--- config.mk ---
export PLATFORM = sky130hd
export DESIGN_NAME = jg_tile_fetch_flat
export DESIGN_NICKNAME = d
export VERILOG_FILES = /design/src/rtl/jg_video_pkg.sv /design/src/rtl/jg_tile_fetch_if.sv /design/src/rtl/jg_tile_shifter.sv /design/src/rtl/jg_tile_fetch.sv /design/src/flat_wrapper.sv
export SDC_FILE = /design/constraint.sdc
export NUM_CORES = 1
export LEC_CHECK = 0
export CAP_MARGIN = 10
export CORE_ASPECT_RATIO = 0.6
export CORE_MARGIN = 8
export CORE_UTILIZATION = 57
export DETAILED_ROUTE_END_ITERATION = 10
export PLACE_DENSITY = 0.87
export RECOVER_POWER = 100
export SYNTH_ARGS = -nofsm -noshare
export SYNTH_HDL_FRONTEND = slang
export SYNTH_HIERARCHICAL = 1
export SYNTH_SLANG_ARGS = --single-unit
--- constraint.sdc ---
create_clock -name clk -period 4.1 [get_ports clk]
set_input_delay 0.82 -clock clk [delete_from_list [all_inputs] [get_ports clk]]
set_output_delay 0.82 -clock clk [all_outputs]
set_load 0.05 [all_outputs]
--- src/rtl/jg_video_pkg.sv ---
// Shared definitions for the tile-layer video fetch path: fetch FSM states,
// attribute bit positions and tile geometry.
package jg_video_pkg;

  typedef enum logic [2:0] {
    IDLE,
    MAP,
    ATTR,
    GFX0,
    GFX1,
    DONE
  } fetch_state_t;

  localparam int ATTR_CODE8 = 5;
  localparam int ATTR_FLIPX = 6;
  localparam int ATTR_FLIPY = 7;
  localparam int TILE_W     = 8;

  // Mirror a plane row so the rightmost pixel is shifted out first.
  function automatic logic [TILE_W-1:0] bit_rev(input logic [TILE_W-1:0] d);
    for (int i = 0; i < TILE_W; i++) begin
      bit_rev[i] = d[TILE_W-1-i];
    end
  endfunction

endpackage

--- src/rtl/jg_tile_fetch_if.sv ---
// Read-only memory bus between the tile fetcher and the tile/attribute RAMs
// and the graphics ROM; every read returns data one clock after the address.
interface jg_tile_fetch_if #(
  parameter int GFX_AW = 13
);

  logic [9:0]        vram_addr;
  logic [7:0]        vram_q;
  logic [9:0]        cram_addr;
  logic [7:0]        cram_q;
  logic [GFX_AW-1:0] gfx_addr;
  logic [7:0]        gfx_q;

  modport master (
    output vram_addr,
    output cram_addr,
    output gfx_addr,
    input  vram_q,
    input  cram_q,
    input  gfx_q
  );

  modport slave (
    input  vram_addr,
    input  cram_addr,
    input  gfx_addr,
    output vram_q,
    output cram_q,
    output gfx_q
  );

endinterface

--- src/rtl/jg_tile_shifter.sv ---
// Two 8-bit plane shift registers plus the colour latch for the tile being
// displayed; loads on the last pixel of a slot, otherwise shifts on ce.
module jg_tile_shifter
  import jg_video_pkg::*;
(
  input  logic              clk,
  input  logic              reset,
  input  logic              ce,
  input  logic              load,
  input  logic              rev,
  input  logic [TILE_W-1:0] plane0,
  input  logic [TILE_W-1:0] plane1,
  input  logic [4:0]        colour_in,
  output logic              bit0,
  output logic              bit1,
  output logic [4:0]        colour
);

  logic [TILE_W-1:0] sh0_p0;
  logic [TILE_W-1:0] sh1_p0;

  // Display stage: shifter contents for the current tile
  always_ff @(posedge clk) begin
    if (reset) begin
      sh0_p0 <= '0;
      sh1_p0 <= '0;
      colour <= '0;
    end else if (ce) begin
      if (load) begin
        sh0_p0 <= rev ? bit_rev(plane0) : plane0;
        sh1_p0 <= rev ? bit_rev(plane1) : plane1;
        colour <= colour_in;
      end else begin
        sh0_p0 <= {sh0_p0[TILE_W-2:0], 1'b0};
        sh1_p0 <= {sh1_p0[TILE_W-2:0], 1'b0};
      end
    end
  end

  assign bit0 = sh0_p0[TILE_W-1];
  assign bit1 = sh1_p0[TILE_W-1];

endmodule

--- src/rtl/jg_tile_fetch.sv ---
// Tile-layer fetcher: per 8-pixel slot reads code, attribute and two plane
// bytes for the next column, then feeds the pixel shifters.
module jg_tile_fetch
  import jg_video_pkg::*;
#(
  parameter int HBITS  = 9,
  parameter int GFX_AW = 13
) (
  input  logic             clk,
  input  logic             reset,
  input  logic             ce_pix,
  input  logic [HBITS-1:0] hcount,
  input  logic [HBITS-1:0] vcount,
  input  logic             vid_blank,
  input  logic             flip,
  jg_tile_fetch_if.master  mem,
  output logic [6:0]       pix
);

  fetch_state_t state;
  fetch_state_t state_next;

  logic              start;
  logic              load;
  logic [4:0]        target;
  logic [4:0]        col;
  logic [7:0]        ey;
  logic [9:0]        tile_addr;
  logic [2:0]        ey_fine;
  logic [8:0]        code_now;
  logic [2:0]        fine_now;
  logic [8:0]        code_p0;
  logic [2:0]        fine_p0;
  logic [4:0]        colour_p0;
  logic              flipx_p0;
  logic [7:0]        plane0_p1;
  logic [7:0]        buf_plane0;
  logic [7:0]        buf_plane1;
  logic [4:0]        buf_colour;
  logic              buf_flipx;
  logic [GFX_AW-1:0] gfx_addr_r;
  logic              bit0;
  logic              bit1;
  logic [4:0]        act_colour;
  logic              unused_hi;

  function automatic logic [GFX_AW-1:0] gfx_word(input logic [8:0] code,
                                                 input logic [2:0] fine,
                                                 input logic       plane);
    gfx_word = GFX_AW'({code, fine, plane});
  endfunction

  assign unused_hi = ^{hcount[HBITS-1:8], vcount[HBITS-1:8]};

  assign start  = ce_pix && (hcount[2:0] == 3'd0);
  assign load   = ce_pix && (hcount[2:0] == 3'd7);
  assign target = hcount[7:3] + 5'd1;
  assign col    = target ^ {5{flip}};
  assign ey     = vcount[7:0] ^ {8{flip}};

  assign code_now = {mem.cram_q[ATTR_CODE8], mem.vram_q};
  assign fine_now = ey_fine ^ {3{mem.cram_q[ATTR_FLIPY]}};

  assign mem.vram_addr = tile_addr;
  assign mem.cram_addr = tile_addr;
  assign mem.gfx_addr  = gfx_addr_r;

  always_ff @(posedge clk) begin
    if (reset) state <= IDLE;
    else       state <= state_next;
  end

  // A new slot start always wins, abandoning any fetch still in flight.
  always_comb begin
    state_next = state;
    if (start) begin
      state_next = MAP;
    end else begin
      case (state)
        IDLE:    state_next = IDLE;
        MAP:     state_next = ATTR;
        ATTR:    state_next = GFX0;
        GFX0:    state_next = GFX1;
        GFX1:    state_next = DONE;
        DONE:    state_next = IDLE;
        default: state_next = IDLE;
      endcase
    end
  end

  // Fetch stage: addresses and per-tile latches
  always_ff @(posedge clk) begin
    if (reset) begin
      tile_addr  <= '0;
      ey_fine    <= '0;
      code_p0    <= '0;
      fine_p0    <= '0;
      colour_p0  <= '0;
      flipx_p0   <= 1'b0;
      gfx_addr_r <= '0;
      plane0_p1  <= '0;
    end else if (start) begin
      tile_addr <= {ey[7:3], col};
      ey_fine   <= ey[2:0];
    end else begin
      case (state)
        ATTR: begin
          code_p0    <= code_now;
          fine_p0    <= fine_now;
          colour_p0  <= mem.cram_q[4:0];
          flipx_p0   <= mem.cram_q[ATTR_FLIPX];
          gfx_addr_r <= gfx_word(code_now, fine_now, 1'b0);
        end
        GFX0:    gfx_addr_r <= gfx_word(code_p0, fine_p0, 1'b1);
        GFX1:    plane0_p1  <= mem.gfx_q;
        default: ;
      endcase
    end
  end

  // Buffer stage: only a completed fetch updates the next-tile buffer
  always_ff @(posedge clk) begin
    if (reset) begin
      buf_plane0 <= '0;
      buf_plane1 <= '0;
      buf_colour <= '0;
      buf_flipx  <= 1'b0;
    end else if (!start && state == DONE) begin
      buf_plane0 <= plane0_p1;
      buf_plane1 <= mem.gfx_q;
      buf_colour <= colour_p0;
      buf_flipx  <= flipx_p0;
    end
  end

  jg_tile_shifter u_shifter (
    .clk       (clk),
    .reset     (reset),
    .ce        (ce_pix),
    .load      (load),
    .rev       (buf_flipx ^ flip),
    .plane0    (buf_plane0),
    .plane1    (buf_plane1),
    .colour_in (buf_colour),
    .bit0      (bit0),
    .bit1      (bit1),
    .colour    (act_colour)
  );

  // Output stage: one registered colour index per pixel enable
  always_ff @(posedge clk) begin
    if (reset)       pix <= '0;
    else if (ce_pix) pix <= vid_blank ? 7'd0 : {act_colour, bit1, bit0};
  end

endmodule
--- src/flat_wrapper.sv ---
// flat-port wrapper written by rule: the top's interface ports become plain ports
module jg_tile_fetch_flat import jg_video_pkg::*;
#(
  parameter int HBITS  = 9,
  parameter int GFX_AW = 13
)
  (clk, reset, ce_pix, hcount, vcount, vid_blank, flip, pix, mem_vram_addr, mem_cram_addr, mem_gfx_addr, mem_vram_q, mem_cram_q, mem_gfx_q);
  jg_tile_fetch_if #(.GFX_AW(GFX_AW)) mem_i ();
  input  logic clk;
  input  logic reset;
  input  logic ce_pix;
  input  logic [HBITS-1:0] hcount;
  input  logic [HBITS-1:0] vcount;
  input  logic vid_blank;
  input  logic flip;
  output logic [6:0] pix;
  output wire logic [$bits(mem_i.vram_addr)-1:0] mem_vram_addr;
  output wire logic [$bits(mem_i.cram_addr)-1:0] mem_cram_addr;
  output wire logic [$bits(mem_i.gfx_addr)-1:0] mem_gfx_addr;
  input wire logic [$bits(mem_i.vram_q)-1:0] mem_vram_q;
  input wire logic [$bits(mem_i.cram_q)-1:0] mem_cram_q;
  input wire logic [$bits(mem_i.gfx_q)-1:0] mem_gfx_q;
  assign mem_vram_addr = mem_i.vram_addr;
  assign mem_cram_addr = mem_i.cram_addr;
  assign mem_gfx_addr = mem_i.gfx_addr;
  assign mem_i.vram_q = mem_vram_q;
  assign mem_i.cram_q = mem_cram_q;
  assign mem_i.gfx_q = mem_gfx_q;
  jg_tile_fetch #(.HBITS(HBITS), .GFX_AW(GFX_AW)) u_core (.clk(clk), .reset(reset), .ce_pix(ce_pix), .hcount(hcount), .vcount(vcount), .vid_blank(vid_blank), .flip(flip), .mem(mem_i), .pix(pix));
endmodule
==> impl_results.md <==
- Status: finished clean
- Min-delay src: u_core/code_p0[2]$_SDFFE_PP0P_
- Crit. End Element: register
- Overall Global Routing Usage: around a fifth
- CTS tree: done
- H-tree lvl count: 3
- Top delay family on crit path: buffers and inverters
- Die height: 87.2 um
- Diodes inserted: 0
- Initial Util: 57.5%
- Mean Syn Cell Area: ~9.8 um^2
- Top_reg_cell synth: dfxtp_1
- Antenna violations before repair: 0
- Worst Path Required: 4.36 ns
- Antenna Violating Nets Remaining: 0
- Post-layout nets: a little under 600
- Share of layout cells above drive strength 1: 5.67%
- Synth area leaders: dfxtp_1 (44%), mux2i_1 (15%), nand2_1 (6.0%)
- DR vias: around 3.7k
- Critical path, cell by cell: dlygate4sd3_1 > buf_4 > nor4b_1 > buf_4 > nor3_1 > buf_4 > mux2i_1
- Worst Skew: 0.0100 ns
- Synthesized instance count: 490
- Register area share after synthesis: 43.7%
- Crit Path Max Fanout: 51
- Vias in the first global route: between 3k and 4k
- CTS resizes: 0
- Crit path from: ce_pix
- Cts bufs inserted: 9
- Std cell rows: 26
- Max stage delay on crit path: between 0.5 and 0.6 ns
- Chip width: roughly 130 um
- Core box area: ~8400 um^2
- Number of synthesized flops with an enable pin: 0
- Setup crit start kind: input port
- Hold-fix buffers at CTS: 0
- Setup TNS Final: 0 ns
- TritonRoute pass-1 iters: 4
- Setup violations, final: 0
- Slew Limit Fails: 0
- Max-cap viol count: 0
- Crit share post-route: 75.3%
- Slowest cell on the critical path: dlygate4sd3_1
- YS warnings: 6
- Netlist Area Pre-Place: 4810 um^2
- WL/cell: 17.4 um
- Max-slew headroom at the worst pin: 28.5%
- Root Buffer: clkbuf_16
- Die ar.: approximately 12000 um^2
- Yosys top cell area share: 43.7%
- Crit path time final: 3.09 ns
- Worst vdd ir: roughly 0.00024 V
- Initial drt markers: around 280
- Netlist cell types: 40
- Clock Path Buffers: 2
- Number of hold violations in the final report: 0
- Area growth from synthesis to layout: 21.5%
- Pwr/cell area: a little under 400 nW/um^2
- Final core utilization: 69.9%
- Post-synth ARST share: 0%
- Post-route DRC: 0
- Port Buffers: 84
- Placer Congestion: 0.782
- First-pass GRT wire length: 18500 um
- Unrepaired setup endpoints after global routing: no
- Syn nets: approximately 540
- IO Count: 87
- CP arrival: approximately 3.4 ns
- Hold Path Class: reg -> reg
- Largest net degree at the start of global routing: 80
- Fmax: 0.324 GHz
- Routed WL: approximately 11000 um
- P_leak: 2.15 nW
- Critical path type: in -> reg
- DP HPWL: 7610 um
- CTS Sinks: 105
- Clk slew on worst S/H paths: 0.06 ns
- WHS: ~0.46 ns
- Total Power: 2.31 mW
- Cell taking the most area after synthesis: dfxtp_1
- Worst skew pair latency: 0.35 ns
- Congestion Overflow GR: 0
- Via/cell ratio: between 5 and 6
- RR Startpoint: u_core/state[0]$_SDFF_PP0_
- Post-CTS setup buffer count: 0
- Least-Margin Pin Slew: 1.07 ns
- Most used cell, CP: buf_4
- Synthesized flop and latch total: 105
- WP buf/inv: 4
## area by class of cell
class | instances | area, um^2
inverter | 3 | 11.3
clock buffer | 10 | 229
sequential | 105 | 2100
multi-input combinational | 332 | 2330
clock inverter | 6 | 130
tap | 112 | 140
timing repair buffer | 91 | 901
fill | 614 | 2510
## logic make-up (layout without fill, tap and decap cells)
kind of cell,Yosys count,count (layout),share of synthesized area (%)
buf+inv,53,110,6.63
mux,73,73,15.2
xor+xnor,21,21,3.82
compound gates,78,78,12.8
flops,105,105,43.7
fa+ha+maj,1,1,0.260
simple gates,159,159,17.6
## metal layers
layer  wire, um  track usage [%]  part of all wire [%]  vias to the layer above
met5          0                0                     0                        -
met4        128             6.69                   1.1                        0
met3        794             5.88                   6.9                       14
met2       5280             31.2                    46                      105
met1       5300             25.0                    46                     1794
li1           -                -                     -                     1819
## layout by cell type, fill, tap and decap left out, types with 5 or more instances in the layout
master / instances
dfxtp_1: 105
nand2_1: 77
mux2i_1: 73
dlygate4sd3_1: 42
clkdlybuf4s50_1: 41
a21oi_1: 28
nand2b_1: 19
a211oi_1: 18
nor2_1: 17
xnor2_1: 17
nand4bb_1: 12
nand3_1: 11
o221ai_1: 10
clkbuf_16: 9
nor2b_1: 9
o21ai_0: 6
buf_4: 6
a21bo_1: 5
## synth_stat cells (6+ instances only)
| cell | n |
|---|---|
| buf_4 | 16 |
| buf_6 | 7 |
| nand2_1 | 77 |
| buf_2 | 6 |
| clkbuf_1 | 16 |
| nor2b_1 | 9 |
| o21ai_0 | 6 |
| nor2_1 | 17 |
| mux2i_1 | 73 |
| o221ai_2 | 8 |
| dfxtp_1 | 105 |
| nand4bb_1 | 12 |
| nand2b_1 | 19 |
| a211oi_1 | 18 |
| xnor2_1 | 17 |
| a21oi_1 | 25 |
| o221ai_1 | 6 |
| nand3_1 | 10 |
## worst min-delay path: cells and delay by family, from the launching register on
| family | cells | cell delay, ns |
|---|---|---|
| DFF | 1 | 0.31 |
| muxes | 1 | 0.05 |
| and+or+nand+nor | 1 | 0.05 |
## state kept, by name, indices dropped and copies added, names as in the netlist, 5 cells and up
register                 flops
u_core/u_shifter/sh1_p0      8
u_core/u_shifter/colour      5
u_core/u_shifter/sh0_p0      8
u_core/plane0_p1             8
u_core/buf_colour            5
u_core/mem.gfx_addr         13
u_core/pix                   7
u_core/buf_plane0            8
u_core/buf_plane1            8
u_core/colour_p0             5
u_core/code_p0               9
u_core/mem.cram_addr        10
## metrics by stage
| stage | std cells | cell area, um^2 | setup WS (ns) |
|---|---|---|---|
| floorplan | 490 | 4810 | 1.81 |
| global placement | 642 | 5540 | 1.10 |
| detailed placement | 642 | 5540 | 1.01 |
| CTS | 658 | 5900 | 1.35 |
| global route | 659 | 5850 | 0.857 |
| finish | 659 | 5850 | 1.01 |
## final timing paths
path / depth (start not counted) / to / slack [ns]
min reg2reg: 2 / u_core/code_p0[2]$_SDFFE_PP0P_ / 0.46
max: 7 / u_core/colour_p0[3]$_SDFFE_PP0P_ / 1.01
min: 2 / u_core/code_p0[2]$_SDFFE_PP0P_ / 0.46
max reg2reg: 2 / u_core/buf_plane1[5]$_SDFFE_PP0P_ / 1.77
## power by group
group | leakage (nW) | internal (mW) | switching, mW
clock | 0.176 | 0.656 | 0.370
sequential | 0.847 | 1.04 | 0.0124
combinational | 1.12 | 0.100 | 0.134
total | 2.15 | 1.79 | 0.517
No activity file was read; power rests on OpenSTA's default activity.
